File: config.mk
export PLATFORM = sky130hd
export DESIGN_NAME = uart_receive
export DESIGN_NICKNAME = d
export VERILOG_FILES = /design/src/rtl/uart_receive.sv
export SDC_FILE = /design/constraint.sdc
export NUM_CORES = 1
export LEC_CHECK = 0
export CELL_PAD_IN_SITES_DETAIL_PLACEMENT = 1
export CELL_PAD_IN_SITES_GLOBAL_PLACEMENT = 1
export CORE_UTILIZATION = 49
export CTS_BUF_LIST = sky130_fd_sc_hd__clkbuf_16
export DETAILED_ROUTE_END_ITERATION = 7
export GPL_ROUTABILITY_DRIVEN = 0
export PLACE_DENSITY_LB_ADDON = 0.1
export SYNTH_ARGS = -nofsm -noshare
export SYNTH_HDL_FRONTEND = slang
export SYNTH_SLANG_ARGS = --single-unit
File: constraint.sdc
create_clock -name clk -period 10.83 [get_ports clk]
set_input_delay 2.166 -clock clk [delete_from_list [all_inputs] [get_ports clk]]
set_output_delay 2.166 -clock clk [all_outputs]
set_load 0.01 [all_outputs]
File: src/rtl/uart_receive.sv
// uart_receive: 8N1 serial receiver feeding the RX FIFO.
// Recovers idle-high frames (start 0, 8 data bits LSB first, stop 1) at
// div_q clocks per bit. Flags framing and overrun errors with one-cycle pulses.
// Optional feature: define UART_RX_TIMEOUT_EN to enable the idle-timeout pulse
// on rx_timeout; without it rx_timeout is tied low.
module uart_receive #(
  parameter int SYNC_STAGES  = 2,
  parameter int TIMEOUT_BITS = 4
) (
  input  logic        clk,
  input  logic        rst_n,
  input  logic [31:0] clk_div,
  input  logic        rx,
  input  logic        fiforx_full,
  output logic        fiforx_w_en,
  output logic [7:0]  fiforx_w_data,
  output logic        frame_err,
  output logic        overrun_err,
  output logic        busy,
  output logic        rx_timeout
);

  typedef enum logic [2:0] {
    ST_IDLE  = 3'd0,
    ST_START = 3'd1,
    ST_DATA  = 3'd2,
    ST_STOP  = 3'd3,
    ST_BREAK = 3'd4
  } state_t;

  // Misconfiguration stops elaboration instead of building a broken receiver.
  if (SYNC_STAGES < 2 || TIMEOUT_BITS < 1) begin : g_param_check
    $error("uart_receive: SYNC_STAGES must be >= 2 and TIMEOUT_BITS >= 1");
  end

  state_t                 state_q, state_d;
  logic [SYNC_STAGES-1:0] sync_q, sync_d;
  logic                   rx_d_q;
  logic                   rx_s;
  logic                   start_edge_s;
  logic [31:0]            div_q, div_d;
  logic [31:0]            clk_cnt_q, clk_cnt_d;
  logic [2:0]             bit_idx_q, bit_idx_d;
  logic [7:0]             shreg_q, shreg_d;
  logic                   w_en_q, w_en_d;
  logic [7:0]             w_data_q, w_data_d;
  logic                   frame_q, frame_d;
  logic                   overrun_q, overrun_d;
  logic                   busy_q, busy_d;

  assign rx_s         = sync_q[SYNC_STAGES-1];
  assign start_edge_s = rx_d_q & ~rx_s;
  assign sync_d       = {sync_q[SYNC_STAGES-2:0], rx};

  // Next-state and next-output logic for the receive FSM.
  always_comb begin
    state_d   = state_q;
    div_d     = div_q;
    clk_cnt_d = clk_cnt_q;
    bit_idx_d = bit_idx_q;
    shreg_d   = shreg_q;
    w_en_d    = 1'b0;
    w_data_d  = w_data_q;
    frame_d   = 1'b0;
    overrun_d = 1'b0;
    case (state_q)
      ST_IDLE: begin
        if (start_edge_s) begin
          clk_cnt_d = 32'd0;
          div_d     = clk_div;
          state_d   = ST_START;
        end else begin
          state_d = ST_IDLE;
        end
      end
      ST_START: begin
        if (clk_cnt_q == (div_q >> 1) - 32'd1) begin
          if (!rx_s) begin
            clk_cnt_d = 32'd0;
            bit_idx_d = 3'd0;
            state_d   = ST_DATA;
          end else begin
            state_d = ST_IDLE;  // glitch shorter than half a bit
          end
        end else begin
          clk_cnt_d = clk_cnt_q + 32'd1;
        end
      end
      ST_DATA: begin
        if (clk_cnt_q == div_q - 32'd1) begin
          shreg_d   = {rx_s, shreg_q[7:1]};
          clk_cnt_d = 32'd0;
          if (bit_idx_q == 3'd7) begin
            state_d = ST_STOP;
          end else begin
            bit_idx_d = bit_idx_q + 3'd1;
          end
        end else begin
          clk_cnt_d = clk_cnt_q + 32'd1;
        end
      end
      ST_STOP: begin
        if (clk_cnt_q == div_q - 32'd1) begin
          clk_cnt_d = 32'd0;
          if (rx_s) begin
            if (!fiforx_full) begin
              w_en_d   = 1'b1;
              w_data_d = shreg_q;
            end else begin
              overrun_d = 1'b1;
            end
            state_d = ST_IDLE;
          end else begin
            frame_d = 1'b1;
            state_d = ST_BREAK;
          end
        end else begin
          clk_cnt_d = clk_cnt_q + 32'd1;
        end
      end
      ST_BREAK: begin
        // Hold off until the line is released so a long low is not a new start.
        if (rx_s) begin
          state_d = ST_IDLE;
        end else begin
          state_d = ST_BREAK;
        end
      end
      default: begin
        state_d   = ST_IDLE;
        clk_cnt_d = 32'd0;
        bit_idx_d = 3'd0;
        shreg_d   = 8'h00;
      end
    endcase
    busy_d = (state_d != ST_IDLE);
  end

  // Synchronizer, FSM state, datapath and registered outputs.
  always_ff @(posedge clk or negedge rst_n) begin
    if (!rst_n) begin
      sync_q    <= {SYNC_STAGES{1'b1}};
      rx_d_q    <= 1'b1;
      state_q   <= ST_IDLE;
      div_q     <= 32'd0;
      clk_cnt_q <= 32'd0;
      bit_idx_q <= 3'd0;
      shreg_q   <= 8'h00;
      w_en_q    <= 1'b0;
      w_data_q  <= 8'h00;
      frame_q   <= 1'b0;
      overrun_q <= 1'b0;
      busy_q    <= 1'b0;
    end else begin
      sync_q    <= sync_d;
      rx_d_q    <= rx_s;
      state_q   <= state_d;
      div_q     <= div_d;
      clk_cnt_q <= clk_cnt_d;
      bit_idx_q <= bit_idx_d;
      shreg_q   <= shreg_d;
      w_en_q    <= w_en_d;
      w_data_q  <= w_data_d;
      frame_q   <= frame_d;
      overrun_q <= overrun_d;
      busy_q    <= busy_d;
    end
  end

  assign fiforx_w_en   = w_en_q;
  assign fiforx_w_data = w_data_q;
  assign frame_err     = frame_q;
  assign overrun_err   = overrun_q;
  assign busy          = busy_q;

`ifdef UART_RX_TIMEOUT_EN
  localparam int TO_LAST = TIMEOUT_BITS - 1;

  logic        armed_q, armed_d;
  logic [31:0] to_clk_q, to_clk_d;
  logic [31:0] to_bits_q, to_bits_d;
  logic        to_pulse_q, to_pulse_d;

  // Idle timeout: count bit periods in IDLE while armed by a completed write.
  always_comb begin
    armed_d    = armed_q;
    to_clk_d   = to_clk_q;
    to_bits_d  = to_bits_q;
    to_pulse_d = 1'b0;
    if (w_en_d) begin
      armed_d = 1'b1;
    end else begin
      armed_d = armed_q;
    end
    if (state_q == ST_IDLE && !start_edge_s && armed_q) begin
      if (to_clk_q == div_q - 32'd1) begin
        to_clk_d = 32'd0;
        if (to_bits_q == 32'(TO_LAST)) begin
          to_pulse_d = 1'b1;
          armed_d    = 1'b0;
          to_bits_d  = 32'd0;
        end else begin
          to_bits_d = to_bits_q + 32'd1;
        end
      end else begin
        to_clk_d = to_clk_q + 32'd1;
      end
    end else begin
      to_clk_d  = 32'd0;
      to_bits_d = 32'd0;
    end
  end

  // Timeout counter state and registered pulse.
  always_ff @(posedge clk or negedge rst_n) begin
    if (!rst_n) begin
      armed_q    <= 1'b0;
      to_clk_q   <= 32'd0;
      to_bits_q  <= 32'd0;
      to_pulse_q <= 1'b0;
    end else begin
      armed_q    <= armed_d;
      to_clk_q   <= to_clk_d;
      to_bits_q  <= to_bits_d;
      to_pulse_q <= to_pulse_d;
    end
  end

  assign rx_timeout = to_pulse_q;
`else
  assign rx_timeout = 1'b0;
`endif

endmodule

==> out/results.ini <==
[timing]
layout_setup_ws_ns = 5.95
fmax_mhz = 205
worst_pin_slew_ns = 1.06
skew_ns = 0.00986
max_slew_margin = 0.284
maxSlewViolCount = 0
fin_crit_ns = 4.88
hold_violations = 0
fin_setup_tns_ns = 0
timing.final.crit_share = 0.451
grt_setup_unrepaired = false
setup_violations = 0

[synthesis]
yosys_most_used_dff = dfrtp_1
synth_top_area_share = 0.328
syn-cell-area_mm2 = 0.00688
yosysSeqAreaShare = 0.339
yosys.area.top_type = dfrtp_1
ys_ff_latch = 93
synthCells = 817
synth_common_cells = 109 x nand2_1, 90 x dfrtp_1, 66 x clkbuf_1
synth_area_leaders = dfrtp_1 33%, nand2_1 6.0%, xor2_1 5.5%
async_flop_share = 1.00
syn-num-nets = 858
synth-edff-count = 0
ys_types = 73
ys_warn_count = 0
synth_most_common_cell = nand2_1
avgSynthCellArea_um2 = 8.42

[global_routing]
grt_antenna_before_repair = 0
grt_max_degree = 67
grt_pass1_vias = 6478
grt_overflow = 0
grt_pass1_wl_mm = 33.0
grt.total_usage = 0.294

[route]
routed_wl_mm = 20.4
vias = 6108
drt_first_pass_iters = 5
m1WireLength_mm = 9.03
wl_met3_mm = 1.03
dr.first_iter.drc_count = 434
vias_per_cell = 6.20
top_layer_used = met4
wl_per_cell_um = 20.8
antenna_left = 0
drt_drc_violations_left = 0
wl_met2_mm = 9.94

[floorplanning]
die_area_mm2 = 0.0145
die_h_um = 120
fp.dieW_um = 120
rows = 42
core_mm2 = 0.0135
ios = 49
initial_core_util = 0.511

[setup_path]
crit_family = simple AND/OR/NAND/NOR gates
r2r-end = clk_cnt_q[10]$_DFFE_PN0P_
reg2reg_from = div_q[2]$_DFFE_PN0P_
cp_slowest_cell = or4_1
cp_max_fo = 33
critPathMaxStageDelay_ns = 0.67
crit_path_cell_trace = inv_1 > ha_1 > nor2b_1 > nand3_1 > o31ai_1 > nand4_1 > or4_1 > or4_1 > nor2b_4 > nor2_2 > o211ai_1
path_buf_inv = 1
crit_type = reg2reg
critPathCaptureType = flop
critPathMostFrequentCell = or4_1
arrival_ns = 5.11
r2r_cells = 11
critPathRequiredTime_ns = 11.06
startpoint_type = flop
r2r_slack_ns = 5.95

[layout]
drive_gt1_frac = 0.103
fin_nets = 845
multi_input_area_mm2 = 0.00415
seqCellArea_mm2 = 0.00233
n_fill_cell = 1616
insertedDiodeCount = 0
area_growth_pct = 10.4

[cts]
cts_max_level = 3
root_buffer = clkbuf_16
clk_pin_slew_ns = 0.08
clock_path_buffers = 2
numCtsBuffers = 9
ctsResizeCount = 0
clock_sinks = 93
post-cts-setup-buffer-count = 0
clk_latency_ns = 0.37
cts_hold_buf = 0
cts_tree = yes

[min_path]
holdPathEnd = sync_q[1]$_DFF_PN1_
whs_path_depth = 0
hold_path.class = reg2reg
hp-start = sync_q[0]$_DFF_PN1_

[power]
p_per_area_mw_per_mm2 = 204
peakVddDrop_mv = 0.105
p_leak_nw = 3.20

[run]
cap_viol_max_count = 0

[place]
portBuffers = 47
place_ws_ns = 6.04
hpwl_mm = 14.9

[status]
status = completed

## placed cells by master (no fill, tap or decap), types with 14 or more instances in the layout
cell / netlist / final
dfrtp_1: 90 / 90
nor3_1: 25 / 25
nand2_1: 109 / 109
inv_1: 25 / 25
o22ai_1: 27 / 27
nand3_1: 28 / 28
nor4_1: 22 / 20
xor2_1: 43 / 43
clkdlybuf4s50_1: 0 / 46
o21ai_0: 24 / 24
and2_1: 16 / 16
mux2_2: 31 / 31
nor2_1: 55 / 55
xnor2_1: 36 / 36
a21oi_1: 14 / 14
## report_power, final
| part | leakage [nW] | switching [W] | total, W | internal [W] |
|---|---|---|---|---|
| Clock | 0.141 | 0.000161 | 0.000322 | 0.000161 |
| Sequential | 1.21 | 0.000200 | 0.000617 | 0.000417 |
| Combinational | 1.85 | 0.000336 | 0.000608 | 0.000272 |
| Total | 3.20 | 0.000696 | 0.00155 | 0.000851 |
## flip-flops by register name, indices dropped and copies added, names as in the netlist
signal         cells
bit_idx_q          3
fiforx_w_en        1
frame_err          1
sync_q             2
clk_cnt_q         32
state_q            3
rx_d_q             1
fiforx_w_data      8
busy               1
overrun_err        1
div_q             32
shreg_q            8
## cell families (layout without fill, tap and decap cells)
logic type | after synthesis | in the layout | share of synthesized area
AOI/OAI and AO/OA | 127 | 127 | 0.127
xor gates and xnor gates | 79 | 79 | 0.101
adders and majority gates | 5 | 5 | 0.00910
buffers and inverters | 101 | 93 | 0.0586
DFF | 93 | 93 | 0.339
muxes | 52 | 52 | 0.0872
other | 1 | 1 | 0.000545
and+or+nand+nor | 359 | 359 | 0.278
## per-layer routing
metal  global-route usage  up-vias
met3               0.0604       30
met4               0.0941        0
li1                     -     2859
met5                    0        -
met1                0.374     3059
met2                0.499      160
## how the worst max path moves through the flow
stage | startpoint | endpoint | slack (ns) | depth (start not counted)
after global routing | div_q[2]$_DFFE_PN0P_ | clk_cnt_q[10]$_DFFE_PN0P_ | 5.64 | 11
final | div_q[2]$_DFFE_PN0P_ | clk_cnt_q[10]$_DFFE_PN0P_ | 5.95 | 11
after CTS | div_q[2]$_DFFE_PN0P_ | clk_cnt_q[10]$_DFFE_PN0P_ | 6.00 | 11
after global placement | div_q[2]$_DFFE_PN0P_ | clk_cnt_q[12]$_DFFE_PN0P_ | 6.31 | 11
after floorplan | div_q[2]$_DFFE_PN0P_ | fiforx_w_data[0]$_DFFE_PN0P_ | 6.66 | 13
after detailed placement | div_q[2]$_DFFE_PN0P_ | clk_cnt_q[10]$_DFFE_PN0P_ | 6.04 | 11
## per-stage QoR
| stage | util | hold slack, ns | total power (W) | std cells | cell area [µm²] |
|---|---|---|---|---|---|
| after CTS | 0.564 | 0.363 | 0.00154 | 985 | 7590 |
| after global placement | 0.543 | 0.349 | 0.00118 | 969 | 7300 |
| final | 0.564 | 0.361 | 0.00155 | 985 | 7590 |
| after floorplan | - | 0.345 | 0.00103 | 817 | 6880 |
| after global routing | 0.564 | 0.368 | 0.00164 | 985 | 7590 |
| after detailed placement | 0.543 | 0.349 | 0.00121 | 969 | 7300 |
## area by class of cell
| type | instances | area share |
|---|---|---|
| Clock buffer | 9 | 0.0297 |
| Clock inverter | 7 | 0.00808 |
| Inverter | 25 | 0.0124 |
| Multi-Input combinational cell | 623 | 0.547 |
| Sequential cell | 93 | 0.307 |
| Tap cell | 176 | 0.0290 |
| Timing Repair Buffer | 52 | 0.0666 |
(Power assumes the default switching activity.)
